**src/rtl/timer_display_driver.sv**
```systemverilog
// 3-digit multiplexed 7-seg driver: frame-synchronous digit snapshot, per-slot blanking, pause blink.
// Registered outputs reflect current state (no input-to-output path); no backpressure, free-running scan.
module timer_display_driver #(
    parameter int REFRESH_DIV  = 50000,
    parameter int BLINK_FRAMES = 32
) (
    input  logic       clk,
    input  logic       reset,
    input  logic       count,
    input  logic [3:0] minutes0,
    input  logic [3:0] seconds1,
    input  logic [3:0] seconds0,
    output logic [2:0] an,
    output logic [6:0] seg,
    output logic       dp,
    output logic       frame
);

    localparam int DW = (REFRESH_DIV > 1) ? $clog2(REFRESH_DIV) : 1;
    localparam int BW = (BLINK_FRAMES > 1) ? $clog2(BLINK_FRAMES) : 1;
    localparam logic [DW-1:0] DIV_LAST   = DW'(REFRESH_DIV - 1);
    localparam logic [BW-1:0] BLINK_LAST = BW'(BLINK_FRAMES - 1);

    logic [DW-1:0] div_cnt, div_nxt;
    logic [1:0]    idx, idx_nxt;
    logic [11:0]   snap, snap_nxt;
    logic          blink, blink_nxt;
    logic [BW-1:0] blink_cnt, blink_cnt_nxt;

    logic          frame_end;
    logic          blank_nxt;
    logic [3:0]    digit_nxt;
    logic [2:0]    an_nxt;
    logic [6:0]    seg_nxt;
    logic          dp_nxt;
    logic          frame_nxt;

    function automatic logic [6:0] decode(input logic [3:0] d);
        logic [6:0] s;
        case (d)
            4'd0:    s = 7'h40;
            4'd1:    s = 7'h79;
            4'd2:    s = 7'h24;
            4'd3:    s = 7'h30;
            4'd4:    s = 7'h19;
            4'd5:    s = 7'h12;
            4'd6:    s = 7'h02;
            4'd7:    s = 7'h78;
            4'd8:    s = 7'h00;
            4'd9:    s = 7'h10;
            default: s = 7'h3F;
        endcase
        return s;
    endfunction

    // Next-state of the scan, snapshot and blink machinery.
    always_comb begin
        frame_end     = (idx == 2'd2) && (div_cnt == DIV_LAST);
        div_nxt       = div_cnt + DW'(1);
        idx_nxt       = idx;
        snap_nxt      = snap;
        blink_nxt     = blink;
        blink_cnt_nxt = blink_cnt;

        if (div_cnt == DIV_LAST) begin
            div_nxt = '0;
            idx_nxt = (idx == 2'd2) ? 2'd0 : idx + 2'd1;
        end

        if (frame_end)
            snap_nxt = {minutes0, seconds1, seconds0};

        if (count) begin
            blink_nxt     = 1'b0;
            blink_cnt_nxt = '0;
        end else if (frame_end) begin
            if (blink_cnt == BLINK_LAST) begin
                blink_nxt     = ~blink;
                blink_cnt_nxt = '0;
            end else begin
                blink_cnt_nxt = blink_cnt + BW'(1);
            end
        end
    end

    // Output function evaluated on next state so the registered outputs line up with state.
    always_comb begin
        blank_nxt = (div_nxt == '0) || blink_nxt;
        case (idx_nxt)
            2'd0:    digit_nxt = snap_nxt[3:0];
            2'd1:    digit_nxt = snap_nxt[7:4];
            default: digit_nxt = snap_nxt[11:8];
        endcase
        an_nxt    = 3'b111;
        seg_nxt   = 7'h7F;
        dp_nxt    = 1'b1;
        frame_nxt = (idx_nxt == 2'd2) && (div_nxt == DIV_LAST);
        if (!blank_nxt) begin
            an_nxt  = ~(3'b001 << idx_nxt);
            seg_nxt = decode(digit_nxt);
            dp_nxt  = (idx_nxt != 2'd2);
        end
    end

    always_ff @(posedge clk) begin
        if (reset) begin
            div_cnt   <= '0;
            idx       <= 2'd0;
            snap      <= 12'h000;
            blink     <= 1'b0;
            blink_cnt <= '0;
            an        <= 3'b111;
            seg       <= 7'h7F;
            dp        <= 1'b1;
            frame     <= 1'b0;
        end else begin
            div_cnt   <= div_nxt;
            idx       <= idx_nxt;
            snap      <= snap_nxt;
            blink     <= blink_nxt;
            blink_cnt <= blink_cnt_nxt;
            an        <= an_nxt;
            seg       <= seg_nxt;
            dp        <= dp_nxt;
            frame     <= frame_nxt;
        end
    end

endmodule

```
**config.mk**
```make
export PLATFORM = sky130hd
export DESIGN_NAME = timer_display_driver
export DESIGN_NICKNAME = d
export VERILOG_FILES = /design/src/rtl/timer_display_driver.sv
export SDC_FILE = /design/constraint.sdc
export NUM_CORES = 1
export LEC_CHECK = 0
export CELL_PAD_IN_SITES_DETAIL_PLACEMENT = 2
export CELL_PAD_IN_SITES_GLOBAL_PLACEMENT = 2
export CORE_MARGIN = 5
export CORE_UTILIZATION = 34
export DETAILED_ROUTE_END_ITERATION = 10
export GPL_ROUTABILITY_DRIVEN = 0
export GPL_TIMING_DRIVEN = 0
export HOLD_SLACK_MARGIN = 0.03
export PLACE_DENSITY = 0.77
export SYNTH_ARGS = -nofsm -noshare
export SYNTH_HDL_FRONTEND = slang
export SYNTH_SLANG_ARGS = --single-unit
```
**constraint.sdc**
```tcl
create_clock -name clk -period 3 [get_ports clk]
set_input_delay 0.3 -clock clk [delete_from_list [all_inputs] [get_ports clk]]
set_output_delay 0.3 -clock clk [all_outputs]
set_load 0.02 [all_outputs]
```
==> results.md <==
- Reg2reg start: div_cnt[0]
- Total congestion overflow: 0
- Max-slew violations: 0
- First-pass GRT wire length: 12.5 mm
- Sequential cell area fraction in the yosys report: 37.7%
- FMAX: between 300 and 400 MHz
- Fraction of registers with async set/reset: 0%
- Hold Crit Class: register to register
- EDFF count, synth: 0
- Hold Vio Cnt, Final: 0
- WL/cell: 17.8 um
- Worst skew pair latency: 0.31 ns
- WHS: roughly 0.48 ns
- CP Data Required Time: 3.19 ns
- Synth Cell Area: about 2500 um^2
- H-tree Lvls: 2
- Site row count: 31
- Max VDD drop: 0.000150 V
- Power Dens Cells: 391 nW/um^2
- Worst-path fanout max: 10
- Reg2Reg Capture Point: seg[3]
- Skew final: 0.0126 ns
- Vias per cell: 5.37
- Hold_buf cts: 0
- CTS clk-pin slew, worst paths: ~0.10 ns
- Unique cell type count in the Yosys netlist: 58
- Longest Clk Path Bufs: 2
- Synthesized net count: 318
- Top Ports: 27
- Worst hold path stage count: 2
- GRT Overall Usage: 17.6%
- Final antenna-violating net count: 0
- Max Cap Viol: 0
- DR DRC count: 0
- Status: completed
- Largest stage delay, worst path: 0.45 ns
- Final WL: ~7.6 mm
- Cells after Synth: 293
- Vias: 2299
- Final setup vio count: 0
- Initial antenna violation count: 0
- Crit-path leading delay family: simple AND/OR/NAND/NOR gates
- Minimum clock period: 2.81 ns
- Critical path startpoint category: register
- Slowest-stage cell, CP: dfxtp_1
- Setup slack, reg-to-reg: roughly 0.19 ns
- Most frequent cells in the layout: nand2_1 (47), dfxtp_1 (47), clkdlybuf4s50_1 (26), a21oi_1 (24), nor2_1 (15)
- Pleak: ~1.1 nW
- Inserted Clock Buffers: 5
- Final instance area: 3040 um^2
- Layout area overhead: 21.7%
- Layout cells sized above 1: ~11%
- Hpwl dp: between 5 and 6 mm
- Vias in the first global route: 2500
- Die area: ~9200 um^2
- Hold path endpoint: snap[1]
- CP Class: register to register
- Least-Margin Pin Slew: 0.651 ns
- Crit path capture type: register
- Period utilization: 93.6%
- Reg2reg path depth: 10
- CTS Root Buffer Type: clkbuf_8
- Most frequent cell on the critical path: buf_4
- Die outline width: 95.7 um
- Final nets: 354
- Filler cell count: 835
- Area after DPL: 2880 um^2
- Crit-path cells: ha_4 > nand3_2 > nor4b_4 > buf_4 > a21boi_2 > o2bb2ai_1 > nor4_2 > buf_4 > nor3b_1 > o31ai_1
- Synth Flop Type: dfxtp_1
- Number of diodes: 0
- Mean post-synth cell area: 8.52 um^2
- Max transition margin: roughly 57%
- Drt pass-1 iters: 4
- HP Start: snap[1]
- IO Port Bufs: 26
- Clock tree from TritonCTS: done
- Pin count of the biggest net entering global routing: 15
- Clock sinks: 47
- Initial Util: roughly 35%
- Core Region: 7210 um^2
- Arr. time, crit path: 3.00 ns
- Die height: 95.7 um
- #FFs+latches synth: 47
- 1st-iter DRT viols: 66
- CP bufs+invs: 2
- Synth warn: 0
==> Yosys cell counts (all sizes together), types with 2 or more instances <==
cell type  number  area (um^2)
a21boi          2         18.8
a21oi          24          120
a31o            3         26.3
and3            8         50.1
and4            3         26.3
buf            11         68.8
clkbuf          7         26.3
dfxtp          47          941
ha             10          125
inv             7         26.3
mux2i           6         60.1
nand2          48          180
nand3           9         62.6
nand4           7         43.8
nor2           16         60.1
nor2b           4         25.0
nor3           16         96.4
nor3b           4         30.0
nor4            2         18.8
nor4b           3         41.3
o21ai          13         65.1
o2bb2ai         4         35.0
o31ai           3         22.5
or2             3         18.8
or3             2         12.5
xnor2           5         43.8
xor2            8         70.1
==> worst max path at each step <==
stage	from	endpoint	depth (start not counted)
2_1_floorplan	div_cnt[0]	seg[5]	10
3_3_place_gp	div_cnt[0]	seg[5]	10
3_5_place_dp	div_cnt[0]	seg[5]	10
4_1_cts	div_cnt[0]	seg[5]	10
5_1_grt	div_cnt[5]	seg[5]	11
6_report	div_cnt[0]	seg[3]	10
==> stage by stage <==
stage	total power, W	TNS [ns]	util (%)	cells	setup slack (ns)
2_1_floorplan	0.000680	0	-	293	0.304
3_3_place_gp	0.000720	-1.51	39.9	418	-0.324
3_5_place_dp	0.000723	-2.07	39.9	418	-0.366
4_1_cts	0.00120	0	41.6	426	0.0589
5_1_grt	0.00124	-0.0444	42.1	428	-0.0444
6_report	0.00119	0	42.1	428	0.192
==> report_power, final <==
part | switching [W] | internal (W) | leakage [nW] | total, W
registers | 0.00000605 | 0.000632 | 0.382 | 0.000638
clock network | 0.000233 | 0.000244 | 0.0502 | 0.000477
logic | 0.0000355 | 0.0000360 | 0.649 | 0.0000715
total | 0.000275 | 0.000912 | 1.08 | 0.00119
==> layer usage <==
metal	part of all wire (%)	vias to the layer above	GRT usage [%]
li1	-	1100	-
met1	44	1146	21.8
met2	50	40	30.4
met3	3.7	13	3.99
met4	2.2	0	4.86
met5	0	-	0
==> layout make-up <==
type / count / area [um^2] / area share, %
multi-input combinational: 221 / 1460 / 48.2
sequential: 47 / 941 / 31.0
timing repair buffer: 29 / 283 / 9.30
tap: 99 / 124 / 4.08
buffer: 18 / 95.1 / 3.13
clock buffer: 5 / 68.8 / 2.26
clock inverter: 2 / 37.5 / 1.24
inverter: 7 / 26.3 / 0.865
==> sequential cells by signal, summed over array words and instances (netlist names) <==
name,count
snap,12
idx,2
blink,1
blink_cnt,5
frame,1
an,3
seg,7
div_cnt,16
==> worst reg2reg max path, stage by stage (launching register included) <==
cell and delay, ns:
dfxtp_1 0.45, ha_4 0.23, nand3_2 0.10, nor4b_4 0.35
buf_4 0.24, a21boi_2 0.11, o2bb2ai_1 0.20, nor4_2 0.34
buf_4 0.23, nor3b_1 0.33, o31ai_1 0.12
==> cell families (layout without fill, tap and decap cells) <==
group                      after synthesis  after routing  share of synthesized area [%]
buffers and inverters                   25             61                           4.86
and+or+nand+nor                        130            130                           28.1
DFF                                     47             47                           37.7
adders and majority gates               10             10                           5.01
xor gates and xnor gates                13             13                           4.56
muxes                                    8              8                           3.76
AOI/OAI and AO/OA                       60             60                           16.0
==> timing repair <==
item,4_1_cts,5_1_grt
gates cloned,0,0
gates resized for setup,1,4
pin swaps,1,1
setup buffers,1,2
endpoints found under the setup margin,8,8
Power figures use the tool's default switching activity.
